File: src/rtl/ram_bank_pkg.sv
// Shared constants and helpers for the ram_bank register-file slice.
package ram_bank_pkg;

    localparam int unsigned DEFAULT_WIDTH = 16;
    localparam int unsigned DEFAULT_DEPTH = 8;
    localparam int unsigned COUNT_W       = 8;
    localparam logic [COUNT_W-1:0] COUNT_MAX = 8'd255;

    function automatic int unsigned clog2(input int unsigned n);
        int unsigned r;
        r = 0;
        for (int unsigned i = 0; i < 32; i++) begin
            if ((32'd1 << r) < n) r = r + 1;
        end
        return r;
    endfunction

endpackage

File: src/rtl/ram_word.sv
// One storage word: synchronous clear takes priority over load.
module ram_word
    import ram_bank_pkg::*;
#(
    parameter int unsigned WIDTH = DEFAULT_WIDTH
) (
    input  logic             clock,
    input  logic             reset,
    input  logic             load,
    input  logic [WIDTH-1:0] d,
    output logic [WIDTH-1:0] q
);

    always_ff @(posedge clock) begin
        if (reset) begin
            q <= '0;
        end else if (load) begin
            q <= d;
        end
    end

endmodule

File: src/rtl/ram_bank.sv
// Register-file RAM with one write/read port A, one read port B and a saturating write counter.
// Define RAM_BANK_BYPASS_EN to forward write data to the read ports in the write cycle.
module ram_bank
    import ram_bank_pkg::*;
#(
    parameter int unsigned WIDTH = DEFAULT_WIDTH,
    parameter int unsigned DEPTH = DEFAULT_DEPTH
) (
    input  logic                            clock,
    input  logic                            reset,
    input  logic [WIDTH-1:0]                in,
    input  logic                            load,
    input  logic [clog2(DEPTH)-1:0]         address,
    output logic [WIDTH-1:0]                out,
    input  logic [clog2(DEPTH)-1:0]         address_b,
    output logic [WIDTH-1:0]                out_b,
    output logic [COUNT_W-1:0]              writes
);

    localparam int unsigned ADDR_W = clog2(DEPTH);

    logic [DEPTH-1:0] word_load;
    logic [WIDTH-1:0] mem [DEPTH];

    // One-hot demux of load onto the addressed word
    always_comb begin
        word_load          = '0;
        word_load[address] = load;
    end

    for (genvar i = 0; i < DEPTH; i++) begin : g_word
        ram_word #(
            .WIDTH(WIDTH)
        ) u_word (
            .clock(clock),
            .reset(reset),
            .load (word_load[i]),
            .d    (in),
            .q    (mem[i])
        );
    end

`ifdef RAM_BANK_BYPASS_EN
    logic fwd;
    assign fwd = load && !reset;

    always_comb begin
        out   = fwd ? in : mem[address];
        out_b = (fwd && (address_b == address)) ? in : mem[address_b];
    end
`else
    always_comb begin
        out   = mem[address];
        out_b = mem[address_b];
    end
`endif

    always_ff @(posedge clock) begin
        if (reset) begin
            writes <= '0;
        end else if (load && (writes != COUNT_MAX)) begin
            writes <= writes + 8'd1;
        end
    end

    logic unused_addr_w;
    assign unused_addr_w = (ADDR_W == 0);

endmodule

File: config.mk
export PLATFORM = sky130hd
export DESIGN_NAME = ram_bank
export DESIGN_NICKNAME = d
export VERILOG_FILES = /design/src/rtl/ram_bank_pkg.sv /design/src/rtl/ram_word.sv /design/src/rtl/ram_bank.sv
export SDC_FILE = /design/constraint.sdc
export NUM_CORES = 1
export LEC_CHECK = 0
export BUFFER_PORTS_ARGS = -buffer_cell sky130_fd_sc_hd__buf_2
export CAP_MARGIN = 20
export CORE_ASPECT_RATIO = 0.5
export CORE_MARGIN = 5
export CORE_UTILIZATION = 50
export CTS_BUF_LIST = sky130_fd_sc_hd__clkbuf_16
export CTS_CLUSTER_SIZE = 16
export DETAILED_ROUTE_END_ITERATION = 10
export GPL_TIMING_DRIVEN = 0
export HOLD_SLACK_MARGIN = 0.02
export PLACE_DENSITY = 0.69
export SLEW_MARGIN = 10
export SYNTH_ARGS = -nofsm -noshare
export SYNTH_HDL_FRONTEND = slang
export SYNTH_SLANG_ARGS = --single-unit
File: constraint.sdc
create_clock -name clock -period 1.9 [get_ports clock]
set_input_delay 0.19 -clock clock [delete_from_list [all_inputs] [get_ports clock]]
set_output_delay 0.19 -clock clock [all_outputs]
set_load 0.1 [all_outputs]
==> summary.txt <==
Synth
  – Syn_nets: 833
  – Synth Register Bits: 136
  – Ys flop type: dfxtp_1
  – Synth unique cells: 50
  – Post-synth top area cell: dfxtp_1
  – Area share of the largest cell type after synthesis: 37.6%
  – FFs w/ async S/R, synth: 0%
  – Sequential share of the synthesized area: 37.6%
  – Dominant cells by area after synthesis: dfxtp_1, nand2_1, mux4_2
  – Post-synthesis cell area: 7240 sq um
  – Synth warn: 0
  – Post-Synthesis Cells: 807
  – Avg Cell Area, Syn: 8.97 sq um
  – Number of synthesized flops with an enable pin: 0

GRT
  – Number of global-route vias before repair: 6576
  – GRT Total Usage: 28.3%
  – First-pass GRT wire length: 37300 um
  – Largest net degree at the start of global routing: 21
  – GRT overflow: 0
  – Antenna violations before repair: 0

CTS
  – CTS tree: yes
  – CTS Buffer Depth: 2
  – # clock sinks: 136
  – TritonCTS Buffers: 17
  – Reg clk slew, reported paths: 60 ps
  – Hold-fix buffers, CTS: 0
  – Htree depth: 4
  – Clock latency on the worst-skew pair: 430 ps
  – Root buffer cell: clkbuf_16

Detailed routing
  – Vias per cell: 6.23
  – DRC violations left: 0
  – WL final: 24600 um
  – Final ANT Viol Nets: 0
  – First DRT Iteration DRCs: 838
  – DRT Pass-1 Iters: 5
  – Routed wire per std cell: 22.3 um
  – Vias: 6860

Final layout
  – Final non-filler cell area: 9420 sq um
  – Nets: 918
  – Commonest non-fill, non-tap cell in the layout: nand2_1
  – Share of cells above drive strength 1: 36.9%
  – Multi-input gate area: 4330 sq um
  – Storage element area: 2800 sq um
  – Commonest non-fill, non-tap cells in the layout: nand2_1, a21oi_1, dfxtp_1, dfxtp_2, buf_4
  – Area grow syn2layout: 30.2%
  – # diodes: 0
  – Fillers: 1114

Worst setup path
  – Delay of the slowest critical-path stage: 500 ps
  – Crit-path max FO: 3
  – CP required: 1710 ps
  – Worst Path Class, Setup: reg2out
  – CP endpoint kind: output port
  – Slowest-stage cell, CP: mux4_2
  – Bufs and invs on worst path: 1
  – Crit-path cells: mux4_2 > mux2_4 > buf_12
  – R2r setup slk: 320 ps
  – Critical R2R Launch: writes[0]$_SDFFE_PP0P_
  – Crit-path leading delay family: multiplexers
  – Worst Reg2Reg Path Length in Cells: 4
  – WP data arrival: 1740 ps
  – Critical path startpoint category: flip-flop
  – Crit Reg-Reg Endpoint: writes[0]$_SDFFE_PP0P_

Die
  – IO Count: 65
  – DIE HEIGHT: 95.1 um
  – Die X: 180 um
  – Core ar.: 14300 sq um
  – Initial core utilization: 50.6%
  – Cell Rows: 31
  – Die area: 17100 sq um

Placed design
  – Global placement routability congestion: 0.876
  – Detailed placement HPWL: 17000 um
  – Post-Place Cell Area: 7840 sq um
  – DP Worst Slack: -556 ps
  – Count of input and output buffers: 45

Timing
  – Worst Tran Pin Value: 774 ps
  – WHS: 58.0 ps
  – RSZ-0062 raised after global routing: yes
  – Slew Viols, Final: 0
  – Hold Vio Cnt, Final: 0
  – Endpoints failing setup: 9
  – Final worst-path cycle share: 102%
  – Max Clock Freq: 518 MHz
  – Final WS setup: -32.0 ps
  – Worst rel slew slack: 48.4%
  – Max Clock Skew: 3.35 ps
  – Min cycle time layout: 1930 ps

Job
  – Max_cap viols: 0

Power and ir drop
  – PwrDens: 784 nW/um^2
  – Leak: 0.00340 uW
  – Peak supply drop: 658 uV

Min path
  – Hold Crit Class: in2reg
  – Hold endpoint: g_word[7].u_word.q[14]$_SDFFE_PP0P_
  – Source of the worst hold timing path: in[14]
  – Hold Crit Depth: 3

Status
  – Status: finished with violations
  – Failing checks: negative setup slack
power breakdown:
| part | total (uW) | switching (uW) | internal [uW] |
|---|---|---|---|
| clock | 3230 | 1330 | 1910 |
| combinational | 1190 | 753 | 436 |
| sequential | 2970 | 53.6 | 2910 |
| total | 7390 | 2130 | 5260 |
timing repair:
action,4_1_cts,5_1_grt
cloned,1,0
resized for setup,179,80
pin swaps,5,13
hold endpoints to repair,0,0
endpoints found under the setup margin,32,32
buffers inserted,2,19
worst max-delay path by stage:
stage	depth (start not counted)	slack (ps)	from	end
after floorplan	6	-610	address[1]	out[1]
after global placement	8	-540	address[1]	out[2]
after detailed placement	8	-560	address[1]	out[2]
after CTS	4	-60	g_word[3].u_word.q[2]$_SDFFE_PP0P_	out[2]
after global routing	3	-60	g_word[3].u_word.q[11]$_SDFFE_PP0P_	out_b[11]
final	3	-30	g_word[4].u_word.q[2]$_SDFFE_PP0P_	out_b[2]
worst reg2reg max path: cells and delay by family, from the launching register on:
| family | cells | cell delay [ps] |
|---|---|---|
| AOI/OAI and AO/OA | 1 | 260 |
| adders and majority gates | 1 | 250 |
| DFF | 1 | 340 |
| muxes | 1 | 360 |
| and+or+nand+nor | 1 | 270 |
cell type report:
type | instances | area share [%]
multi-input cells | 579 | 45.9
repair buffers | 67 | 8.63
inverters | 2 | 0.120
flip-flops and latches | 136 | 29.7
clock buffers | 17 | 4.51
clock inverters | 13 | 1.41
plain buffers | 89 | 7.08
well taps | 198 | 2.63
per-stage QoR:
| stage | std cells | utilization, % | total power [uW] | setup TNS [ps] |
|---|---|---|---|---|
| 2_1_floorplan | 807 | - | 3750 | -760 |
| 3_3_place_gp | 1050 | 54.8 | 3970 | -7590 |
| 3_5_place_dp | 1050 | 54.8 | 3980 | -8050 |
| 4_1_cts | 1082 | 62.8 | 7250 | -219 |
| 5_1_grt | 1101 | 65.8 | 7560 | -497 |
| 6_report | 1101 | 65.8 | 7390 | -150 |
flip-flops by register name (all words and copies together) (netlist names):
register         count
g_word.u_word.q    128
writes               8
routing by layer:
layer	wire length [um]	vias to the layer above	global-route usage, %	share of wire, %
li1	-	3009	-	-
met1	10000	3356	37.8	41
met2	11400	439	46.1	46
met3	2560	56	6.52	10
met4	626	0	10.2	2.5
met5	0	-	0	0
cells in the mapped netlist, types with 2 or more instances:
cell and n:
a21oi_1 133, inv_1 2, clkbuf_1 22, a22oi_1 8, nor2_1 4, o22ai_1 8, a221oi_1 15, nand4bb_1 3
nor4bb_1 2, nand4_1 3, nor3_1 4, buf_12 2, o211ai_1 2, mux2_2 21, and4b_1 3, nor2b_1 2
and4_1 3, buf_6 11, nand4b_2 3, dfxtp_1 136, nand2_1 273, a31oi_1 4, and4bb_2 2, mux4_1 11
buf_4 21, mux2_1 6, mux2i_1 4, a22o_1 2, mux4_2 33, buf_2 25, nand3_1 2, clkbuf_2 7
nand2b_1 2, a211oi_1 3, and3_1 2, mux2_4 9
logic make-up after synthesis:
group | after synthesis | share of synthesized area [%]
and+or+nand+nor | 313 | 18.8
AOI/OAI and AO/OA | 181 | 14.3
DFF | 136 | 37.6
buffers and inverters | 92 | 8.16
muxes | 84 | 20.9
adders and majority gates | 1 | 0.173
(Power assumes the default switching activity.)
